$ cat src/rtl/wptr_full_ctrl.sv
// Write-domain pointer/status controller for a dual-clock FIFO: binary and gray
// write pointers, zero-lag full detection, fill level, almost-full and overflow.
module wptr_full_ctrl #(
  parameter int ADDR_WIDTH = 4,
  parameter int PTR_WIDTH  = ADDR_WIDTH + 1
) (
  input  logic                  wclk,
  input  logic                  wrst,
  input  logic                  winc,
  input  logic [PTR_WIDTH-1:0]  wq2_rptr,
  input  logic [PTR_WIDTH-1:0]  afull_thresh,
  input  logic                  wovf_clr,
  output logic                  wen,
  output logic [ADDR_WIDTH-1:0] waddr,
  output logic [PTR_WIDTH-1:0]  wptr,
  output logic                  wfull,
  output logic                  walmost_full,
  output logic [PTR_WIDTH-1:0]  wlevel,
  output logic                  woverflow
);

  function automatic logic [PTR_WIDTH-1:0] bin2gray(input logic [PTR_WIDTH-1:0] b);
    return b ^ (b >> 1);
  endfunction

  function automatic logic [PTR_WIDTH-1:0] gray2bin(input logic [PTR_WIDTH-1:0] g);
    logic [PTR_WIDTH-1:0] b;
    b[PTR_WIDTH-1] = g[PTR_WIDTH-1];
    for (int i = PTR_WIDTH - 2; i >= 0; i--) begin
      b[i] = b[i+1] ^ g[i];
    end
    return b;
  endfunction

  logic [PTR_WIDTH-1:0] wbin_q, wbin_d;
  logic [PTR_WIDTH-1:0] wptr_q, wptr_d;
  logic [PTR_WIDTH-1:0] wlevel_q, wlevel_d;
  logic                 wfull_q, wfull_d;
  logic                 walmost_full_q, walmost_full_d;
  logic                 woverflow_q, woverflow_d;
  logic                 wen_s;
  logic [PTR_WIDTH-1:0] rbin_s;
  logic [PTR_WIDTH-1:0] full_cmp_s;

  // Next-state: everything is derived from the post-write pointer so full
  // asserts on the very edge of the filling write.
  always_comb begin
    wen_s          = winc & ~wfull_q & ~wrst;
    rbin_s         = gray2bin(wq2_rptr);
    full_cmp_s     = {~wq2_rptr[PTR_WIDTH-1:PTR_WIDTH-2], wq2_rptr[PTR_WIDTH-3:0]};
    wbin_d         = wbin_q + {{(PTR_WIDTH-1){1'b0}}, wen_s};
    wptr_d         = bin2gray(wbin_d);
    wlevel_d       = wbin_d - rbin_s;
    wfull_d        = (wptr_d == full_cmp_s);
    walmost_full_d = (wlevel_d >= afull_thresh);
    woverflow_d    = (winc & wfull_q) | (woverflow_q & ~wovf_clr);
  end

  // State registers with synchronous reset.
  always_ff @(posedge wclk) begin
    if (wrst) begin
      wbin_q         <= {PTR_WIDTH{1'b0}};
      wptr_q         <= {PTR_WIDTH{1'b0}};
      wlevel_q       <= {PTR_WIDTH{1'b0}};
      wfull_q        <= 1'b0;
      walmost_full_q <= 1'b0;
      woverflow_q    <= 1'b0;
    end else begin
      wbin_q         <= wbin_d;
      wptr_q         <= wptr_d;
      wlevel_q       <= wlevel_d;
      wfull_q        <= wfull_d;
      walmost_full_q <= walmost_full_d;
      woverflow_q    <= woverflow_d;
    end
  end

  assign wen          = wen_s;
  assign waddr        = wbin_q[ADDR_WIDTH-1:0];
  assign wptr         = wptr_q;
  assign wfull        = wfull_q;
  assign walmost_full = walmost_full_q;
  assign wlevel       = wlevel_q;
  assign woverflow    = woverflow_q;

endmodule

$ cat config.mk
export PLATFORM = sky130hd
export DESIGN_NAME = wptr_full_ctrl
export DESIGN_NICKNAME = d
export VERILOG_FILES = /design/src/rtl/wptr_full_ctrl.sv
export SDC_FILE = /design/constraint.sdc
export NUM_CORES = 1
export LEC_CHECK = 0
export CAP_MARGIN = 15
export CORE_AREA = 5 5 56 58
export CTS_CLUSTER_SIZE = 10
export DETAILED_ROUTE_END_ITERATION = 8
export DIE_AREA = 0 0 61 63
export PLACE_DENSITY_LB_ADDON = 0.05
export SYNTH_ARGS = -nofsm -noshare
export SYNTH_HDL_FRONTEND = slang
export SYNTH_SLANG_ARGS = --single-unit
$ cat constraint.sdc
create_clock -name wclk -period 7.85 [get_ports wclk]
set_input_delay 1.57 -clock wclk [delete_from_list [all_inputs] [get_ports wclk]]
set_output_delay 1.57 -clock wclk [all_outputs]
set_load 0.01 [all_outputs]
==> results of run 1 <==
==> critical path, cell delays in order <==
cell and delay (ns):
sky130_fd_sc_hd__clkdlybuf4s50_1 0.76, sky130_fd_sc_hd__nor3b_1 0.51, sky130_fd_sc_hd__clkdlybuf4s50_1 0.62
==> cell families after synthesis <==
group | Yosys count | share of synthesized area (%)
and+or+nand+nor | 29 | 15.3
xor gates and xnor gates | 22 | 21.8
DFF | 17 | 34.7
buffers and inverters | 12 | 4.59
adders and majority gates | 12 | 16.1
AOI/OAI and AO/OA | 11 | 6.50
muxes | 1 | 1.15
==> state kept, by name, indices dropped and copies added, names as in the netlist <==
signal,cells
wfull,1
walmost_full,1
wbin_q,5
woverflow,1
wlevel,5
wptr,4
==> per-stage QoR <==
step	hold WS, ns	worst slack [ns]	total power, mW
detailed placement	0.473	2.69	0.185
floorplan	0.489	3.58	0.152
global placement	0.455	2.87	0.185
CTS	0.487	2.81	0.233
finish	0.477	2.82	0.229
global route	0.515	2.67	0.248
==> layer usage <==
metal / GRT usage (%) / wire length (µm) / vias up
met2: 17.9 / 866 / 19
met3: 4.13 / 154 / 2
met5: 0 / 0 / -
li1: - / - / 400
met1: 13.2 / 854 / 329
met4: 3.25 / 19 / 0
==> worst paths after layout <==
kind                            slack [ns]      endpoint
worst max-delay path                  2.82           wen
worst min register to register        0.48     woverflow
worst max register to register        4.86  walmost_full
worst min-delay path                  0.48     woverflow
==> final cells by class <==
cell class	instances	share of cell area, %
Multi-Input combinational cell	75	44.2
Sequential cell	17	25.2
Timing Repair Buffer	31	23.0
Tap cell	31	2.87
Inverter	10	2.78
Clock buffer	4	1.95
==> cells in the final DEF, fill, tap and decap left out, drive strengths merged, types with 2 or more instances in the layout <==
cell type,count
clkdlybuf4s50,31
dfxtp,17
xnor2,14
nor2,11
ha,11
inv,10
nor2b,7
xor2,7
a21oi,5
clkbuf,4
nand2,3
nand3,2
a21o,2
nand2b,2
o21ai,2
==> power breakdown <==
part           leakage [nW]  internal [mW]  switching, mW
registers             0.139         0.0945        0.00233
logic                 0.428         0.0471         0.0380
clock network        0.0150         0.0198         0.0277
total                 0.582          0.161         0.0680
==> impl_metrics.env, run 1 <==
export IMPL_drv_max_cap_violation_count=0
export IMPL_grt_overflow_total=0
export IMPL_synth_seq_cells=17
export IMPL_min_delay_path_depth=2
export IMPL_fp_dieW_um=61
export IMPL_die_height_um=63
export IMPL_core_rowCount=19
export IMPL_route_detailed_vias_per_inst=4.46
export IMPL_grt_pass1_wl_um=3230
export IMPL_timing_max_transition_violations_final=0
export IMPL_portBuffers=31
export IMPL_timing_critical_path_arrival_ns=3.46
export IMPL_core_area_um2=2620
export IMPL_htreeDepth=1
export IMPL_dieArea_um2=3840
export IMPL_synthDistinctLibCells=26
export IMPL_insertion_delay_ns=0.29
export IMPL_totalNegativeSetupSlack_ns=0
export IMPL_dr_total_vias=750
export IMPL_area_taken_by_multi_input_logic_gates_um2=597
export IMPL_wire_per_inst_um=11.3
export IMPL_areaGrowthSynthToFinish_pct=37.5
export IMPL_final_util_pct=51.6
export IMPL_floorplan_io_pins=32
export IMPL_maximum_number_of_pins_on_one_net_before_global_route_repair=19
export IMPL_ctsRootBufferMaster="sky130_fd_sc_hd__clkbuf_4"
export IMPL_critPathMaxFanout=18
export IMPL_post_route_drc_count=0
export IMPL_synth_largest_type_area_fraction_pct=34.6
export IMPL_required_ns=6.28
export IMPL_diodes=0
export IMPL_leakage_power_nw=0.582
export IMPL_power_density_nw_per_um2=170
export IMPL_synth_flop_cell="sky130_fd_sc_hd__dfxtp_1"
export IMPL_yosys_warnings=0
export IMPL_first_global_vias=762
export IMPL_cp_end_kind="output port"
export IMPL_final_fill_count=274
export IMPL_post_route_period_util_pct=64.1
export IMPL_most_area_consuming_cells_after_synthesis="sky130_fd_sc_hd__dfxtp_1 (35%), sky130_fd_sc_hd__ha_1 (14%), sky130_fd_sc_hd__xnor2_1 (12%), sky130_fd_sc_hd__xor2_1 (5.4%), sky130_fd_sc_hd__nor2b_1 (4.5%)"
export IMPL_synth_edff_count=0
export IMPL_final_area_um2=1350
export IMPL_netlist_area_um2=982
export IMPL_worst_vdd_drop_mv=0.102
export IMPL_rr_worst_depth=11
export IMPL_initialDrtViolationCount=5
export IMPL_slew_limit_headroom_pct=55.0
export IMPL_finalNonFillerCells=168
export IMPL_dp_final_hpwl_um=1540
export IMPL_cts_max_path_buffers=2
export IMPL_cts_sinks=17
export IMPL_totalWireLength_um=1890
export IMPL_clkTransAtPathRegs_ns=0.10
export IMPL_timing_final_hold_violations=0
export IMPL_synth_fp_nets=130
export IMPL_setup_repair_after_global_routing_missed_its_margin="false"
export IMPL_min_path_type="reg -> reg"
export IMPL_run_status="completed"
export IMPL_cts_inserted_buffers=3
export IMPL_dominant_cell_type_by_area_after_synthesis="sky130_fd_sc_hd__dfxtp_1"
export IMPL_worst_hold_launch="woverflow"
export IMPL_share_of_final_layout_standard_cells_stronger_than_drive_strength_1_pct=4.38
export IMPL_cts_hold_fix_buffers=0
export IMPL_synth_async_sr_flop_share_pct=0
export IMPL_max_clock_freq_ghz=0.199
export IMPL_track_usage_pct=11.0
export IMPL_timing_setup_critical_path_class="in -> out"
export IMPL_synth_seq_area_share_pct=34.6
export IMPL_clock_skew_ns=0.000876
export IMPL_syn_inst=104
export IMPL_last_weighted_congestion_value_of_the_routability_driven_placer=0.717
export IMPL_period_needed_ns=5.03
export IMPL_leading_cell_type_by_number_of_instances_after_synthesis="sky130_fd_sc_hd__dfxtp_1"
export IMPL_element_type_at_the_critical_path_start="input pin"
export IMPL_critical_path_startpoint="wrst"
export IMPL_detailed_place_area_um2=1320
export IMPL_final_setup_viol_count=0
export IMPL_post_cts_resized=0
export IMPL_route_antenna_remaining_nets=0
export IMPL_cts_tree="done"
export IMPL_floorplan_initialDensity_pct=37.6
export IMPL_worst_slew_pin_slew_ns=0.673
export IMPL_antenna_found_initial=0
export IMPL_count_of_placed_standard_cells_including_taps=164
export IMPL_register_area_um2=340
export IMPL_timing_rr_start="wfull"
export IMPL_final_net_count=164
export IMPL_top_cells_by_instance_count_after_synthesis="sky130_fd_sc_hd__dfxtp_1 (17), sky130_fd_sc_hd__xnor2_1 (14), sky130_fd_sc_hd__ha_1 (11), sky130_fd_sc_hd__nor2_1 (11), sky130_fd_sc_hd__inv_1 (10)"
export IMPL_first_pass_iters=4
export IMPL_avgSynthCellArea_um2=9.44
export IMPL_cts_setup_buffers=0
No activity file was read; power rests on OpenSTA's default activity.
==> inputs of run 2 (changes only) <==
==> constraint.sdc (replaced) <==
create_clock -name wclk -period 4.1 [get_ports wclk]
set_input_delay 0.82 -clock wclk [delete_from_list [all_inputs] [get_ports wclk]]
set_output_delay 0.82 -clock wclk [all_outputs]
set_load 0.01 [all_outputs]
==> run 2 against run 1 <==
Against the previous run: critical path depth up 11; die area is the same; clock-buffer cell count unchanged; total power rose by 91%; core utilization up 0.57 points; clock skew grew 0.0059 ns; routed wire length grew 0.58%; register-to-register slack lost 3.6 ns; clock power rose by 89%; sequential power is 92% higher; via count is 1.6% higher; sequential share of layout area shrank 0.28 points.
==> impl_metrics.env, run 2 (synthesis gave the netlist of run 1 again) <==
export IMPL_run_status="completed"
export IMPL_final_setup_viol_count=0
export IMPL_core_area_um2=2620
export IMPL_fin_worst_hold_slack_ns=0.484
export IMPL_final_net_count=166
export IMPL_grt_met2_use_pct=17.0
export IMPL_hold_end="woverflow"
export IMPL_floorplan_io_pins=32
export IMPL_antenna_found_initial=0
export IMPL_area_taken_by_multi_input_logic_gates_um2=597
export IMPL_post_route_period_util_pct=87.6
export IMPL_cts_hold_fix_buffers=0
export IMPL_ctsRootBufferMaster="sky130_fd_sc_hd__clkbuf_4"
export IMPL_dr_total_vias=762
export IMPL_last_weighted_congestion_value_of_the_routability_driven_placer=0.779
export IMPL_cts_max_path_buffers=2
export IMPL_required_ns=4.30
export IMPL_drv_max_cap_violation_count=0
export IMPL_floorplan_initialDensity_pct=37.6
export IMPL_route_antenna_remaining_nets=0
export IMPL_count_of_placed_standard_cells_including_taps=166
export IMPL_period_needed_ns=3.59
export IMPL_totalNegativeSetupSlack_ns=0
export IMPL_first_pass_iters=4
export IMPL_critPathMaxFanout=3
export IMPL_worst_vdd_drop_mv=0.221
export IMPL_rr_worst_depth=12
export IMPL_grt_use_met1_pct=14.3
export IMPL_cts_sinks=17
export IMPL_core_rowCount=19
export IMPL_maximum_number_of_pins_on_one_net_before_global_route_repair=18
export IMPL_post_route_drc_count=0
export IMPL_areaGrowthSynthToFinish_pct=39.0
export IMPL_clkTransAtPathRegs_ns=0.10
export IMPL_timing_critical_path_arrival_ns=3.79
export IMPL_cts_tree="done"
export IMPL_total_power_mw=0.439
export IMPL_max_clock_freq_ghz=0.279
export IMPL_layout_setup_ws_ns=0.510
export IMPL_leakage_power_nw=0.592
export IMPL_critical_path_startpoint="wq2_rptr[3]"
export IMPL_first_global_vias=750
export IMPL_timing_setup_critical_path_class="in -> reg"
export IMPL_register_area_um2=340
export IMPL_min_path_type="reg -> reg"
export IMPL_totalWireLength_um=1910
export IMPL_worst_slew_pin_slew_ns=0.412
export IMPL_rr_endpoint="walmost_full"
export IMPL_post_cts_resized=0
export IMPL_route_detailed_vias_per_inst=4.48
export IMPL_clock_skew_ns=0.00680
export IMPL_diodes=0
export IMPL_timing_final_hold_violations=0
export IMPL_cts_inserted_buffers=3
export IMPL_fp_dieW_um=61
export IMPL_htreeDepth=1
export IMPL_most_common_layout_cells="sky130_fd_sc_hd__clkdlybuf4s50_1 (31), sky130_fd_sc_hd__dfxtp_1 (17), sky130_fd_sc_hd__xnor2_1 (14), sky130_fd_sc_hd__nor2_1 (11), sky130_fd_sc_hd__ha_1 (11)"
export IMPL_grt_busiest_layer="met2"
export IMPL_dpl_worst_slack_ns=0.196
export IMPL_initialDrtViolationCount=13
export IMPL_die_height_um=63
export IMPL_portBuffers=31
export IMPL_wire_per_inst_um=11.2
export IMPL_power_density_nw_per_um2=322
export IMPL_dieArea_um2=3840
export IMPL_finalNonFillerCells=170
export IMPL_share_of_final_layout_standard_cells_stronger_than_drive_strength_1_pct=5.76
export IMPL_layout_cells_most_common="sky130_fd_sc_hd__clkdlybuf4s50_1"
export IMPL_track_usage_pct=11.0
export IMPL_timing_rr_start="wfull"
export IMPL_dp_final_hpwl_um=1610
export IMPL_final_fill_count=253
export IMPL_insertion_delay_ns=0.29
export IMPL_grt_overflow_total=0
export IMPL_timing_max_transition_violations_final=0
export IMPL_min_delay_path_depth=2
export IMPL_cp_end_kind="flip-flop"
export IMPL_regToRegSetupSlack_ns=1.28
export IMPL_cts_setup_buffers=0
export IMPL_slew_limit_headroom_pct=72.5
export IMPL_setup_repair_after_global_routing_missed_its_margin="false"
export IMPL_element_type_at_the_critical_path_start="input pin"
export IMPL_worst_hold_launch="woverflow"
export IMPL_grt_pass1_wl_um=3170
export IMPL_grt_util_met3_pct=2.48
## run 2: cell types whose count changed in the layout (fill, tap and decap cells not counted)
cell	change
sky130_fd_sc_hd__buf_4	+2
## run 2: how the worst max path moves through the flow
| stage | endpoint | slack [ns] | depth (start not counted) |
|---|---|---|---|
| final | walmost_full | 0.51 | 14 |
| after global routing | walmost_full | 0.23 | 14 |
| after CTS | walmost_full | 0.47 | 14 |
| after detailed placement | walmost_full | 0.20 | 14 |
| after global placement | walmost_full | 0.21 | 14 |
| after floorplan | walmost_full | 0.58 | 12 |
## run 2: routing by layer
| metal | routed length (µm) | vias up |
|---|---|---|
| li1 | - | 407 |
| met1 | 877 | 336 |
| met2 | 902 | 17 |
| met3 | 108 | 2 |
| met4 | 17 | 0 |
| met5 | 0 | - |
## run 2: cell type report
class                           count  share of cell area, %
Timing Repair Buffer               33                   23.8
Multi-Input combinational cell     75                   43.7
Clock buffer                        4                   1.92
Inverter                           10                   2.75
Sequential cell                    17                   24.9
Tap cell                           31                   2.84
## run 2: critical path, cell delays in order
cell                              delay (ns)
sky130_fd_sc_hd__clkdlybuf4s50_1        0.46
sky130_fd_sc_hd__xnor2_1                0.30
sky130_fd_sc_hd__xor2_1                 0.27
sky130_fd_sc_hd__xor2_1                 0.30
sky130_fd_sc_hd__xnor2_1                0.11
sky130_fd_sc_hd__ha_1                   0.21
sky130_fd_sc_hd__fa_1                   0.41
sky130_fd_sc_hd__inv_1                  0.07
sky130_fd_sc_hd__a21o_1                 0.11
sky130_fd_sc_hd__a21oi_1                0.07
sky130_fd_sc_hd__xnor2_1                0.14
sky130_fd_sc_hd__ha_1                   0.28
sky130_fd_sc_hd__nor2_1                 0.04
sky130_fd_sc_hd__a211oi_1               0.18
## run 2: stage by stage
stage | cell area [µm²] | utilization (%)
6_report | 1370 | 52.2
5_1_grt | 1370 | 52.2
4_1_cts | 1370 | 52.2
3_5_place_dp | 1340 | 51.2
3_3_place_gp | 1340 | 51.2
2_1_floorplan | 982 | -
## run 2: power by group
part	internal, mW	total (mW)	switching [mW]
combinational	0.0911	0.164	0.0725
sequential	0.181	0.186	0.00474
clock	0.0378	0.0897	0.0520
total	0.310	0.439	0.129
==> inputs of run 3 (changes only) <==
--- a/config.mk
+++ b/config.mk
@@ -5,11 +5,12 @@
 export SDC_FILE = /design/constraint.sdc
 export NUM_CORES = 1
 export LEC_CHECK = 0
+export ABC_AREA = 1
 export CAP_MARGIN = 15
-export CORE_AREA = 5 5 56 58
+export CORE_AREA = 5 5 59 61
 export CTS_CLUSTER_SIZE = 10
 export DETAILED_ROUTE_END_ITERATION = 8
-export DIE_AREA = 0 0 61 63
+export DIE_AREA = 0 0 64 66
 export PLACE_DENSITY_LB_ADDON = 0.05
 export SYNTH_ARGS = -nofsm -noshare
 export SYNTH_HDL_FRONTEND = slang
==> run 3 against run 2 <==
Against the previous run: register-to-register slack got worse by 0.20 ns; synthesized cell count increased by 54%; final cell count is 37% higher; combinational power fell by 7%; largest power group unchanged; critical path type unchanged; area after synthesis is 13% higher.
==> impl_metrics.env, run 3 <==
export IMPL_portBuffers=31
export IMPL_synth_async_sr_flop_share_pct=0
export IMPL_worst_vdd_drop_mv=0.202
export IMPL_cp_common_cell="sky130_fd_sc_hd__inv_1"
export IMPL_synth_fp_nets=186
export IMPL_drv_max_cap_violation_count=0
export IMPL_cts_max_path_buffers=2
export IMPL_met1Wirelength_um=1250
export IMPL_min_delay_path_depth=2
export IMPL_first_pass_iters=4
export IMPL_timing_critical_path_arrival_ns=3.92
export IMPL_floorplan_io_pins=32
export IMPL_synth_flop_cell="sky130_fd_sc_hd__dfxtp_1"
export IMPL_core_area_um2=2930
export IMPL_route_detailed_vias_per_inst=4.64
export IMPL_period_needed_ns=3.74
export IMPL_cp_slowest_stage_delay_ns=0.42
export IMPL_clock_skew_ns=0.00237
export IMPL_floorplan_initialDensity_pct=37.9
export IMPL_synth_largest_type_area_fraction_pct=30.7
export IMPL_power_share_sequential_pct=43.0
export IMPL_synthMuxAreaShare_pct=0
export IMPL_slew_limit_headroom_pct=73.7
export IMPL_synthDistinctLibCells=20
export IMPL_dieArea_um2=4220
export IMPL_worst_slew_pin_slew_ns=0.394
export IMPL_diodes=0
export IMPL_insertion_delay_ns=0.29
export IMPL_core_rowCount=20
export IMPL_clkPwrFrac_pct=21.2
export IMPL_cell_internal_pwr_mw=0.293
export IMPL_synth_adder_area_share_pct=14.2
export IMPL_first_global_vias=1059
export IMPL_setup_repair_after_global_routing_missed_its_margin="false"
export IMPL_crit_slowest_cell="sky130_fd_sc_hd__clkdlybuf4s50_1"
export IMPL_element_type_at_the_critical_path_start="input pin"
export IMPL_synthSimpleGateAreaFrac_pct=37.1
export IMPL_grt_pass1_wl_um=4400
export IMPL_regToRegSetupSlack_ns=1.08
export IMPL_synth_edff_count=0
export IMPL_initialDrtViolationCount=67
export IMPL_synth_seq_area_share_pct=30.7
export IMPL_totalWireLength_um=2620
export IMPL_required_ns=4.29
export IMPL_grt_overflow_total=0
export IMPL_layout_cells_most_common="sky130_fd_sc_hd__nand2_1"
export IMPL_power_density_nw_per_um2=274
export IMPL_timing_final_hold_violations=0
export IMPL_route_antenna_remaining_nets=0
export IMPL_hold_end="woverflow"
export IMPL_layout_setup_ws_ns=0.362
export IMPL_cts_inserted_buffers=3
export IMPL_worst_hold_launch="woverflow"
export IMPL_largest_family_of_logic_cells_by_synthesized_area="simple AND/OR/NAND/NOR gates"
export IMPL_topRoutingLayerUsed="met4"
export IMPL_path_cells="clkdlybuf4s50_1 -> inv_1 -> nand2_1 -> nor2_1 -> ha_1 -> ha_1 -> inv_1 -> nand2_1 -> nand2_2 -> ha_1 -> inv_1 -> nor2_2 -> o21ai_0 -> nand2_1 -> xor2_1 -> inv_1 -> ha_4 -> a21oi_1 -> o21ai_0 -> a211oi_1 -> nor2_1"
export IMPL_cts_tree="done"
export IMPL_timing_rr_start="wfull"
export IMPL_final_util_pct=52.8
export IMPL_final_net_count=227
export IMPL_maximum_number_of_pins_on_one_net_before_global_route_repair=17
export IMPL_most_common_layout_cells="sky130_fd_sc_hd__nand2_1 (37), sky130_fd_sc_hd__clkdlybuf4s50_1 (31), sky130_fd_sc_hd__inv_1 (22), sky130_fd_sc_hd__nor2_1 (20), sky130_fd_sc_hd__dfxtp_1 (17)"
export IMPL_timing_setup_critical_path_class="in -> reg"
export IMPL_cts_sinks=17
export IMPL_post_route_drc_count=0
export IMPL_min_path_type="reg -> reg"
export IMPL_wl_met2_um=1210
export IMPL_run_status="completed"
export IMPL_dominant_cell_type_by_area_after_synthesis="sky130_fd_sc_hd__dfxtp_1"
export IMPL_max_clock_freq_ghz=0.268
export IMPL_ctsRootBufferMaster="sky130_fd_sc_hd__clkbuf_4"
export IMPL_leakage_power_nw=0.744
export IMPL_htreeDepth=1
export IMPL_last_weighted_congestion_value_of_the_routability_driven_placer=0.784
export IMPL_dp_final_hpwl_um=2130
export IMPL_met3_length_um=107
export IMPL_rr_worst_depth=18
export IMPL_power_switching_share_pct=30.8
export IMPL_wire_per_inst_um=11.2
export IMPL_critical_path_startpoint="wrst"
export IMPL_share_of_final_layout_standard_cells_stronger_than_drive_strength_1_pct=16.0
export IMPL_timing_max_transition_violations_final=0
export IMPL_leading_cell_type_by_number_of_instances_after_synthesis="sky130_fd_sc_hd__nand2_1"
export IMPL_complex_gate_fraction_of_the_synthesized_area_pct=5.19
export IMPL_cts_hold_fix_buffers=0
export IMPL_areaGrowthSynthToFinish_pct=39.3
export IMPL_finalNonFillerCells=233
export IMPL_most_area_consuming_cells_after_synthesis="sky130_fd_sc_hd__dfxtp_1 (31%), sky130_fd_sc_hd__nand2_1 (13%), sky130_fd_sc_hd__ha_1 (12%), sky130_fd_sc_hd__inv_1 (7.4%), sky130_fd_sc_hd__nor2_1 (7.1%)"
export IMPL_top_cells_by_instance_count_after_synthesis="sky130_fd_sc_hd__nand2_1 (37), sky130_fd_sc_hd__inv_1 (22), sky130_fd_sc_hd__nor2_1 (21)"
export IMPL_antenna_found_initial=0
export IMPL_yosys_warnings=0
export IMPL_fp_dieW_um=64
export IMPL_netlist_area_um2=1110
export IMPL_rr_endpoint="walmost_full"
export IMPL_dr_total_vias=1081
export IMPL_critPathMaxFanout=4
export IMPL_pwr_share_comb_pct=35.8
export IMPL_clkTransAtPathRegs_ns=0.10
export IMPL_count_of_placed_standard_cells_including_taps=228
export IMPL_post_route_period_util_pct=91.2
export IMPL_synth_seq_cells=17
export IMPL_track_usage_pct=12.9
export IMPL_totalNegativeSetupSlack_ns=0
export IMPL_post_synth_xor_area_fraction_pct=2.37
export IMPL_avgSynthCellArea_um2=6.94
export IMPL_die_height_um=66
export IMPL_final_setup_viol_count=0
export IMPL_dpl_worst_slack_ns=-0.0557
export IMPL_power_switching_mw=0.130
export IMPL_syn_inst=160
export IMPL_cp_end_kind="flip-flop"
[run 3: changes by cell type after synthesis, sizes merged, moves of 7 or more]
cell	previous run	this run
nand3	2	14
xnor2	14	1
nand2	3	48
inv	10	26
nor2b	7	0
nor2	11	21
[run 3: timing repair]
item,in CTS,in global routing
setup endpoints to repair,0,1
setup buffers,0,1
resized for setup,0,3
[run 3: worst max-delay path by stage]
stage,endpoint,slack (ns),cells past startpoint
after global placement,walmost_full,0.12,22
final,walmost_full,0.36,21
after CTS,walmost_full,0.25,22
after global routing,walmost_full,0.007,22
after detailed placement,walmost_full,-0.06,22
after floorplan,walmost_full,0.31,18
[run 3: power groups by stage]
stage | clock [mW] | combinational (mW) | sequential [mW]
3_5_place_dp | 0 | 0.147 | 0.186
2_1_floorplan | 0 | 0.0773 | 0.192
4_1_cts | 0.0933 | 0.148 | 0.182
3_3_place_gp | 0 | 0.143 | 0.185
6_report | 0.0896 | 0.152 | 0.182
5_1_grt | 0.104 | 0.173 | 0.183
[run 3: area by class of cell]
cell class,count,area (µm²)
Clock buffer,4,26.3
Fill cell,311,1380
Inverter,26,97.6
Multi-Input combinational cell,114,671
Sequential cell,17,340
Tap cell,33,41.3
Timing Repair Buffer,39,370
[run 3: cells by family (layout without fill, tap and decap cells)]
logic type,Yosys count,after routing
flip-flops,17,17
AND/OR/NAND/NOR,88,88
AO/OA/AOI/OAI,11,11
buffers and inverters,29,69
XOR/XNOR,3,3
adder cells (fa/ha/maj),12,12
[run 3: critical path: cells and delay by family]
kind,cells,cell delay [ns]
AO/OA/AOI/OAI,4,0.58
XOR/XNOR,1,0.19
adder cells (fa/ha/maj),4,1.03
buffers and inverters,5,0.77
AND/OR/NAND/NOR,7,0.54
[run 3: routing by layer]
metal | track usage (%) | vias to the layer above
li1 | - | 582
met1 | 15.6 | 471
met2 | 22.7 | 23
met3 | 2.38 | 5
met4 | 4.68 | 0
met5 | 0 | -
[run 3: stage by stage]
step	total power [mW]	hold slack, ns	area (µm²)
2_1_floorplan	0.269	0.483	1110
3_3_place_gp	0.329	0.449	1500
3_5_place_dp	0.333	0.452	1500
4_1_cts	0.423	0.466	1520
5_1_grt	0.460	0.509	1550
6_report	0.423	0.462	1550
